File: config.mk
export PLATFORM = sky130hd
export DESIGN_NAME = afu_port_flr_sequencer
export DESIGN_NICKNAME = d
export VERILOG_FILES = /design/src/rtl/afu_flr_seq_pkg.sv /design/src/rtl/axis_pkt_boundary_tracker.sv /design/src/rtl/afu_port_flr_sequencer.sv
export SDC_FILE = /design/constraint.sdc
export NUM_CORES = 1
export LEC_CHECK = 0
export BUFFER_PORTS_ARGS = -buffer_cell sky130_fd_sc_hd__buf_2
export CELL_PAD_IN_SITES_DETAIL_PLACEMENT = 0
export CELL_PAD_IN_SITES_GLOBAL_PLACEMENT = 1
export CORE_MARGIN = 2
export CORE_UTILIZATION = 35
export CTS_CLUSTER_DIAMETER = 40
export DETAILED_ROUTE_END_ITERATION = 8
export PLACE_DENSITY = 0.73
export SETUP_SLACK_MARGIN = 0.15
export SYNTH_ARGS = -nofsm -noshare
export SYNTH_HDL_FRONTEND = slang
export SYNTH_HIERARCHICAL = 1
export SYNTH_SLANG_ARGS = --single-unit
File: constraint.sdc
create_clock -name i_clk -period 3.8 [get_ports i_clk]
set_clock_uncertainty 0.1 [all_clocks]
set_input_delay 0.38 -clock i_clk [delete_from_list [all_inputs] [get_ports i_clk]]
set_output_delay 0.38 -clock i_clk [all_outputs]
set_load 0.03 [all_outputs]
File: src/rtl/afu_flr_seq_pkg.sv
// rtl/afu_flr_seq_pkg.sv - shared types and helpers for the AFU port FLR sequencer
// Purpose: FSM state encoding and the width helper for the shared drain/hold timer.
// Ports: none (package).
package afu_flr_seq_pkg;

  typedef enum logic [1:0] {
    IDLE    = 2'd0,
    FENCE   = 2'd1,
    RESET   = 2'd2,
    RELEASE = 2'd3
  } t_flr_seq_state;

  // One timer serves both the drain wait and the reset hold, so it is sized
  // for the larger terminal count with one spare bit.
  function automatic int flr_timer_width(input int drain_timeout, input int hold_cycles);
    int max_count;
    max_count = (drain_timeout > hold_cycles) ? drain_timeout : hold_cycles;
    return $clog2(max_count) + 1;
  endfunction

endpackage

File: src/rtl/axis_pkt_boundary_tracker.sv
// rtl/axis_pkt_boundary_tracker.sv - tracks whether one stream port is mid-packet
// Purpose: o_in_pkt is high between the first and the tlast handshake of a packet.
// Ports:
//   i_clk, i_rst        clock, synchronous active-high reset
//   i_port_rst          per-port reset; clears the tracker while high
//   i_tvalid/i_tready   handshake monitored on the port
//   i_tlast             last beat marker
//   o_in_pkt            a packet has started and its tlast beat has not been accepted
module axis_pkt_boundary_tracker (
  input  logic i_clk,
  input  logic i_rst,
  input  logic i_port_rst,
  input  logic i_tvalid,
  input  logic i_tready,
  input  logic i_tlast,
  output logic o_in_pkt
);

  logic r_in_pkt;

  // A single-beat packet (tlast on the first beat) leaves the tracker at 0.
  always_ff @(posedge i_clk) begin
    if (i_rst || i_port_rst) begin
      r_in_pkt <= 1'b0;
    end else if (i_tvalid && i_tready) begin
      r_in_pkt <= ~i_tlast;
    end
  end

  assign o_in_pkt = r_in_pkt;

endmodule

File: src/rtl/afu_port_flr_sequencer.sv
// rtl/afu_port_flr_sequencer.sv - round-robin function-level reset engine for AFU ports
// Purpose: picks one pending port at a time, fences its TX at a packet boundary,
//          holds it in reset, releases it and pulses flr_done.
// Ports:
//   i_clk, i_rst            clock, synchronous active-high reset
//   i_func_rst_req          per-port level request, held until flr_done
//   i_tx_tvalid/tready/tlast per-port TX monitor inputs
//   o_tx_block              wrapper forces the port's tvalid/tready low
//   o_port_rst              reset to the AFU instance
//   o_flr_done              one-cycle completion pulse
//   o_drain_timeout_err     sticky: port reset was forced by drain timeout
//   o_busy                  engine not idle
module afu_port_flr_sequencer
  import afu_flr_seq_pkg::*;
#(
  parameter int NUM_PORTS       = 8,
  parameter int RST_HOLD_CYCLES = 16,
  parameter int DRAIN_TIMEOUT   = 1024
) (
  input  logic                 i_clk,
  input  logic                 i_rst,
  input  logic [NUM_PORTS-1:0] i_func_rst_req,
  input  logic [NUM_PORTS-1:0] i_tx_tvalid,
  input  logic [NUM_PORTS-1:0] i_tx_tready,
  input  logic [NUM_PORTS-1:0] i_tx_tlast,
  output logic [NUM_PORTS-1:0] o_tx_block,
  output logic [NUM_PORTS-1:0] o_port_rst,
  output logic [NUM_PORTS-1:0] o_flr_done,
  output logic [NUM_PORTS-1:0] o_drain_timeout_err,
  output logic                 o_busy
);

  localparam int TW = flr_timer_width(DRAIN_TIMEOUT, RST_HOLD_CYCLES);
  localparam int PW = (NUM_PORTS > 1) ? $clog2(NUM_PORTS) : 1;

  t_flr_seq_state       r_state;
  t_flr_seq_state       w_state_nxt;
  logic [PW-1:0]        r_sel;
  logic [PW-1:0]        r_last;
  logic [PW-1:0]        w_grant;
  logic                 w_grant_vld;
  logic [TW-1:0]        r_timer;
  logic [NUM_PORTS-1:0] w_in_pkt;
  logic [NUM_PORTS-1:0] r_armed;
  logic [NUM_PORTS-1:0] w_pending;
  logic [NUM_PORTS-1:0] w_sel_onehot;
  logic [NUM_PORTS-1:0] r_port_rst;
  logic [NUM_PORTS-1:0] r_drain_err;
  logic                 w_sel_in_pkt;
  logic                 w_sel_last_beat;
  logic                 w_fence_timeout;
  logic                 w_hold_done;

  genvar g;
  generate
    for (g = 0; g < NUM_PORTS; g++) begin : g_trk
      axis_pkt_boundary_tracker u_trk (
        .i_clk      (i_clk),
        .i_rst      (i_rst),
        .i_port_rst (r_port_rst[g]),
        .i_tvalid   (i_tx_tvalid[g]),
        .i_tready   (i_tx_tready[g]),
        .i_tlast    (i_tx_tlast[g]),
        .o_in_pkt   (w_in_pkt[g])
      );
    end
  endgenerate

  // armed blocks a still-held request from starting a second sequence.
  assign w_pending       = i_func_rst_req & ~r_armed;
  assign w_sel_onehot    = NUM_PORTS'(1) << r_sel;
  assign w_sel_in_pkt    = w_in_pkt[r_sel];
  assign w_sel_last_beat = i_tx_tvalid[r_sel] & i_tx_tready[r_sel] & i_tx_tlast[r_sel];
  assign w_fence_timeout = (r_timer == TW'(DRAIN_TIMEOUT - 1));
  assign w_hold_done     = (r_timer == TW'(RST_HOLD_CYCLES - 1));

  // Round-robin: search starts one past the last-served port and wraps.
  always_comb begin : rr_arb
    int            v_k;
    logic [PW-1:0] v_idx;
    w_grant     = '0;
    w_grant_vld = 1'b0;
    v_k         = 0;
    v_idx       = '0;
    for (int i = 1; i <= NUM_PORTS; i++) begin
      v_k = int'(r_last) + i;
      if (v_k >= NUM_PORTS) begin
        v_k = v_k - NUM_PORTS;
      end
      v_idx = PW'(v_k);
      if (!w_grant_vld && w_pending[v_idx]) begin
        w_grant     = v_idx;
        w_grant_vld = 1'b1;
      end
    end
  end

  always_comb begin
    w_state_nxt = r_state;
    case (r_state)
      IDLE:    if (w_grant_vld) w_state_nxt = FENCE;
      FENCE:   if (!w_sel_in_pkt || w_fence_timeout) w_state_nxt = RESET;
      RESET:   if (w_hold_done) w_state_nxt = RELEASE;
      RELEASE: w_state_nxt = IDLE;
      default: w_state_nxt = IDLE;
    endcase
  end

  always_ff @(posedge i_clk) begin
    if (i_rst) begin
      r_state     <= IDLE;
      r_sel       <= '0;
      r_last      <= '0;
      r_timer     <= '0;
      r_armed     <= '0;
      r_port_rst  <= '0;
      r_drain_err <= '0;
    end else begin
      r_state    <= w_state_nxt;
      r_armed    <= (r_armed & i_func_rst_req) | o_flr_done;
      r_port_rst <= (w_state_nxt == RESET) ? w_sel_onehot : '0;
      if (r_state == IDLE && w_grant_vld) begin
        r_sel <= w_grant;
      end
      if (r_state == RELEASE) begin
        r_last <= r_sel;
      end
      // Timer restarts on every state change so FENCE and RESET each count from 0.
      if (r_state == IDLE || r_state != w_state_nxt) begin
        r_timer <= '0;
      end else begin
        r_timer <= r_timer + 1'b1;
      end
      // A tlast handshake landing on the timeout cycle counts as a clean drain.
      if (r_state == FENCE && w_sel_in_pkt && w_fence_timeout && !w_sel_last_beat) begin
        r_drain_err <= r_drain_err | w_sel_onehot;
      end
    end
  end

  // In FENCE the block follows in_pkt so an in-flight packet can finish.
  assign o_tx_block = w_sel_onehot &
                      {NUM_PORTS{(r_state == FENCE && !w_sel_in_pkt) || r_state == RESET}};
  assign o_port_rst          = r_port_rst;
  assign o_flr_done          = w_sel_onehot & {NUM_PORTS{r_state == RELEASE}};
  assign o_drain_timeout_err = r_drain_err;
  assign o_busy              = (r_state != IDLE);

endmodule
### Yosys cells after proc, flatten, opt, wreduce, memory -nomap -nowiden

Index checks and enable logic that the tools add are counted.

| storage, ports and cells | value |
|---|---|
| bits in registers | 51 |
| bits in latches | 0 |
| RAM bits | 0 |
| ROM bits | 0 |
| input bits | 34 |
| word-level logic and storage cells | 171 |
| memories kept | 0 |

| operators by class | value |
|---|---|
| add/subtract/negate cells | 17 |
| multiply operators | 0 |
| div/mod/pow operators | 0 |
| magnitude comparators | 17 |
| equality and inequality tests | 7 |
| shift operators | 1 |
| multiplexer cells | 52 |
| bitwise gates (word level) | 18 |
| reduce and logical (&&, ||, !) cells | 44 |

Operators by type and width:

| kind | count |
|---|---|
| two-way mux 3 bit | 16 |
| binary-select mux 1 bit (select 3 bit) | 12 |
| less-than comparator 3 x 4 -> 1 bit (second input constant) | 9 |
| bitwise AND 8 bit | 4 |
| greater-or-equal comparator 4 bit (second input constant) | 7 |
| subtractor 3 x 1 -> 3 bit (second input constant) | 8 |
| logical AND 1 bit | 20 |
| two-way mux 1 bit | 20 |
| adder 3 x 3 -> 4 bit (second input constant) | 4 |
| OR 8 bit | 2 |
| adder 11 x 1 -> 11 bit (second input constant) | 1 |
| equality test 11 x 10 -> 1 bit (second input constant) | 1 |
| equality test 11 x 4 -> 1 bit (second input constant) | 1 |
| logical OR 1 bit | 11 |
| zero test 1 bit | 9 |
| NOT 1 bit | 9 |
| adder 3 x 2 -> 4 bit (second input constant) | 2 |
| NOT 8 bit | 1 |
| case mux 2 bit (4 select lines) | 1 |
| << shifter 1 x 3 -> 8 bit (first input constant) | 1 |
| equality test 2 bit (second input constant) | 3 |
| two-way mux 2 bit | 3 |
| adder 3 x 4 -> 5 bit (second input constant) | 1 |
| greater-or-equal comparator 5 x 4 -> 1 bit (second input constant) | 1 |
| 7 further kinds | 9 |

### Longest topological paths before layout

| depth | value |
|---|---|
| word-level depth | 32 |
| depth in mapped cells | 11 |
| mapped depth without buffers | 9 |

### By module

Netlist, hierarchy kept.

By module, submodules not included:

| module | instances | cells each | area each (um^2) | seq. area each (um^2) |
|---|---|---|---|---|
| afu_port_flr_sequencer | 1 | 340 | 2890.3 | 860.8 |
| axis_pkt_boundary_tracker | 8 | 4 | 43.8 | 20.0 |

### Least setup slack after synthesis

OpenSTA, ideal clock, no wires.

| timing | value |
|---|---|
| path type | register to register |
| start | register r_last[0] |
| end | register r_sel[2] |
| setup time | 0.079 ns |
| arrival | 2.719 ns |
| required time | 3.621 ns |
| path slack | 0.901 ns |
| stages on the path, launching flop included | 12 |
| buffers on the path | 2 |
| clock period less this slack | 2.899 ns |
| cell sequence | dfxtp_1 -> buf_6 -> inv_6 -> buf_4 -> ha_1 -> inv_2 -> mux4_2 -> a2111oi_0 -> a31o_2 -> o32ai_1 -> a221o_1 -> a211oi_2 |

| between the ends | value |
|---|---|
| longest elaborated chain between the ends | 28 |
| elaborated cells on any way between the ends | 79 |
| those cells by class | add/sub: 16; order compare: 8; mux: 40; reduce/logical: 15 |

Ends and longest elaborated chain:

| what | line | text |
|---|---|---|
| from (decl) | afu_port_flr_sequencer.sv:39 | `logic [PW-1:0] r_last;` |
| from (signal assigned) | afu_port_flr_sequencer.sv:126 | `r_last <= r_sel;` |
| adder 3 x 1 -> 4 bit | afu_port_flr_sequencer.sv:86 | `v_k = int'(r_last) + i;` |
| greater-or-equal comparator 4 bit or subtractor 3 x 1 -> 3 bit (tied branches) | afu_port_flr_sequencer.sv:87, afu_port_flr_sequencer.sv:88 |  |
| two-way mux 3 bit | afu_port_flr_sequencer.sv:87 | `if (v_k >= NUM_PORTS) begin` |
| binary-select mux 1 bit (select 3 bit) | afu_port_flr_sequencer.sv:91 | `if (!w_grant_vld && w_pending[v_idx]) begin` |
| two-way mux 1 bit (implied by the code) | afu_port_flr_sequencer.sv:91 |  |
| two-way mux 1 bit | afu_port_flr_sequencer.sv:91 |  |
| zero test 1 bit | afu_port_flr_sequencer.sv:91 |  |
| logical AND 1 bit | afu_port_flr_sequencer.sv:91 |  |
| [12 not listed] | -- |  |
| two-way mux 1 bit | afu_port_flr_sequencer.sv:91 |  |
| zero test 1 bit | afu_port_flr_sequencer.sv:91 |  |
| logical AND 1 bit | afu_port_flr_sequencer.sv:91 |  |
| two-way mux 1 bit | afu_port_flr_sequencer.sv:91 |  |
| zero test 1 bit | afu_port_flr_sequencer.sv:91 |  |
| logical AND 1 bit | afu_port_flr_sequencer.sv:91 |  |
| two-way mux 1 bit | afu_port_flr_sequencer.sv:91 |  |
| logical AND 1 bit | afu_port_flr_sequencer.sv:122 | `if (r_state == IDLE && w_grant_vld) begin` |
| to (signal assigned) | afu_port_flr_sequencer.sv:123 | `r_sel <= w_grant;` |
| to (decl) | afu_port_flr_sequencer.sv:38 | `logic [PW-1:0] r_sel;` |

Parallel ways exist; a longest one is shown, timed or not. The select of a mux whose other input is x is not followed.
A chain may end at the register's enable or synchronous reset.

### Final worst setup path

Same ends and word-level chain as after synthesis.

==> flow_metrics.py <==
metrics = {
    "sta": {
        "rsz0062_at_grt": "no",
        "setup_ws_ns": 0.657,
        "whs_ns": 0.225,
        "slew_violations": 0,
        "fin_crit_ns": 3.14,
        "tightest_slew_ns": 0.777,
        "slew_headroom": 0.482,
        "hold_viol": 0,
        "finalSetupTns_ns": 0,
        "timing.final.crit_share": 0.827,
        "setup_viol": 0,
        "fmax_mhz": 318,
    },
    "power_and_ir_drop": {
        "comb_power_share": 0.305,
        "p_per_area_nw_per_um2": 356,
        "p_switching_mw": 0.496,
        "power_frac_clock": 0.248,
        "switching_share": 0.370,
        "p_int_mw": 0.843,
        "cellLeakagePower_nw": 1.54,
        "seq_power_share": 0.446,
        "ir_drop_v": 0.000159,
    },
    "run_status": {
        "status": "complete, no violations",
    },
    "global_routing": {
        "gr-usage-met3": 0.0362,
        "grt_max_degree": 34,
        "grt_use_met1": 0.270,
        "antenna_found_initial": 0,
        "grt_use_total": 0.196,
        "use_met2": 0.318,
        "grt_busiest_layer": "met2",
        "overflow": 0,
        "grt_pass1_wl_um": 15700,
        "grt_pass1_vias": 2974,
    },
    "final_layout": {
        "drive_gt1_frac": 0.272,
        "multi_input_area_um2": 2090,
        "nets": 470,
        "stdcell_count": 545,
        "diodes": 0,
        "areaGrowthSynthToFinish_pct": 15.9,
        "final_common_cell": "buf_2",
        "final_cell_mix": "buf_2, nor2_1, dfxtp_1, a21oi_1, nand2_1",
        "register_area_um2": 1020,
        "nFillCells": 951,
    },
    "synthesis": {
        "synth_top_family_by_area": "simple AND/OR/NAND/NOR gates",
        "yosysUniqueCellTypes": 60,
        "yosys.area_share.simple": 0.280,
        "netlist_area_um2": 3240,
        "yosys.area_share.adder": 0.0116,
        "syn_area_per_cell_um2": 8.71,
        "synth_edf_count": 0,
        "synthXorXnorAreaFrac": 0.0297,
        "synth_flop_cell": "dfxtp_1",
        "synth_fp_nets": 409,
        "ys_seq_elements": 51,
        "muxShareOfSynthArea": 0.157,
        "synth_cells": 372,
        "synth_compound_area_frac": 0.166,
        "async_reset_ff_frac": 0,
        "yosysWarningCount": 6,
        "seq_area_frac_synth": 0.315,
    },
    "setup_path": {
        "crit_arrival_ns": 3.27,
        "start_kind": "flop",
        "crit_end": "r_sel[2]$_SDFFE_PP0P_",
        "reg2reg_depth": 9,
        "crit_type": "reg -> reg",
        "r2r_end": "r_sel[2]$_SDFFE_PP0P_",
        "rr_startpoint": "r_last[0]$_SDFFE_PP0P_",
        "crit_required_ns": 3.93,
        "rrSetupSlack_ns": 0.66,
        "startpoint": "r_last[0]$_SDFFE_PP0P_",
        "critPathMaxFanout": 18,
        "endpoint_kind": "flop",
    },
    "hold_path": {
        "hold_class": "in -> reg",
        "min_delay_path_depth": 3,
    },
    "placed_design": {
        "post-place-cells": 537,
        "gp_congestion": 0.974,
        "pre_cts_ws_ns": 0.693,
        "portBuffers": 66,
        "hpwlAfterDp_um": 7380,
    },
    "floorplanning": {
        "fp.dieArea_um2": 10000,
        "die_x_um": 100,
        "core_area_um2": 9110,
        "io-pin-count": 67,
        "num_rows": 35,
        "start_util": 0.356,
        "die_h_um": 100,
    },
    "clocking": {
        "cts_buffers": 5,
        "clock_latency_ns": 0.32,
        "cts_setup_buffers": 0,
        "max-clock-path-buffers": 2,
        "cts_root_buf": "clkbuf_8",
        "clk_pin_slew_ns": 0.09,
        "cts_sinks": 51,
        "cts_resized": 0,
        "postCtsHoldBufs": 0,
        "cts_tree": "done",
        "ctsHtreeMaxLevel": 2,
    },
    "route": {
        "drc": 0,
        "viasPerCell": 5.70,
        "drt-total-wl_um": 9710,
        "wl_per_cell_um": 17.8,
        "vias": 3106,
        "drtPass1Iterations": 4,
        "drtAntennaViolNets": 0,
        "drtIter0Drc": 202,
    },
    "run": {
        "maxCapViolations": 0,
    },
}
[synthesized netlist by cell type (2+ instances only)]
cell type  number  area (um^2)
or3_1           3         18.8
o211ai_1        7         52.6
and3b_1         3         26.3
ha_1            3         37.5
mux4_2         17          383
nor4_1          4         25.0
or2_1           2         12.5
nor2_1         64          240
or2_2           3         18.8
a21o_1          3         22.5
a2111oi_0       3         26.3
inv_1           8         30.0
a21oi_1        30          150
nor2b_1        11         68.8
o21ai_0         5         25.0
and3_1         10         62.6
nor3_1          8         40.0
clkbuf_1       12         45.0
nand3_1        17         85.1
a211o_1         2         17.5
mux2i_1        10          100
xnor2_1         4         35.0
buf_2           2         10.0
nand2_1        21         78.8
inv_2           2         7.51
buf_4           2         15.0
nor4_2          8          100
nand4_1         5         31.3
nand2b_1        9         56.3
xor2_1          7         61.3
dfxtp_1        51         1020
a22oi_1         2         15.0
o32ai_1         2         17.5
a31oi_1         6         37.5
[how the worst min path moves through the flow]
stage                        startpoint                              endpoint  slack (ns)
2_1_floorplan     r_timer[0]$_SDFF_PP0_                 r_timer[0]$_SDFF_PP0_        0.33
3_3_place_gp   o_port_rst[0]$_SDFF_PP0_  g_trk[0].u_trk/o_in_pkt$_SDFFE_PP0P_        0.32
3_5_place_dp   o_port_rst[0]$_SDFF_PP0_  g_trk[0].u_trk/o_in_pkt$_SDFFE_PP0P_        0.33
4_1_cts               i_func_rst_req[5]                 r_armed[5]$_SDFF_PP0_        0.22
5_1_grt               i_func_rst_req[2]                 r_armed[2]$_SDFF_PP0_        0.23
6_report              i_func_rst_req[3]                 r_armed[3]$_SDFF_PP0_        0.23
[per-stage QoR]
step / area (um^2) / util / total power, mW
floorplan: 3240 / - / 0.886
global placement: 3670 / 0.403 / 1.01
detailed placement: 3670 / 0.403 / 1.01
CTS: 3760 / 0.413 / 1.34
global route: 3760 / 0.413 / 1.41
finish: 3760 / 0.413 / 1.34
[power groups by stage]
stage	clock (mW)	combinational (mW)	sequential, mW
finish	0.332	0.409	0.598
global route	0.364	0.443	0.603
CTS	0.339	0.406	0.597
detailed placement	0	0.405	0.609
global placement	0	0.404	0.608
floorplan	0	0.292	0.593
[sequential cells by signal, summed over array words and instances (netlist names)]
register	count
r_timer	11
g_trk.u_trk/o_in_pkt	8
o_drain_timeout_err	8
o_port_rst	8
r_armed	8
r_last	3
r_sel	3
r_state	2
[metal layers]
metal	vias to the layer above	routed length [um]
li1	1493	-
met1	1506	4450
met2	95	4550
met3	12	532
met4	0	165
met5	-	0
[critical path, cell delays in order, from the launching register on]
cell	delay, ns
dfxtp_1	0.41
buf_4	0.29
ha_1	0.29
xnor2_1	0.19
mux4_2	0.37
mux2_4	0.33
a2111oi_4	0.46
a31o_4	0.27
a22oi_1	0.10
a211oi_2	0.25
[layout make-up]
type | count | area share
sequential | 51 | 0.272
timing repair buffer | 72 | 0.0999
multi-input combinational | 292 | 0.556
clock inverter | 3 | 0.00500
clock buffer | 5 | 0.0183
inverter | 11 | 0.0123
tap | 111 | 0.0370
[cells by family (layout without fill, tap and decap cells)]
family | Yosys count | after routing
buffers and inverters | 29 | 91
AO/OA/AOI/OAI | 76 | 76
adder cells (fa/ha/maj) | 3 | 3
multiplexers | 29 | 29
flip-flops | 51 | 51
XOR/XNOR | 11 | 11
AND/OR/NAND/NOR | 173 | 173
Note: power is estimated with default switching activity, not from simulation.
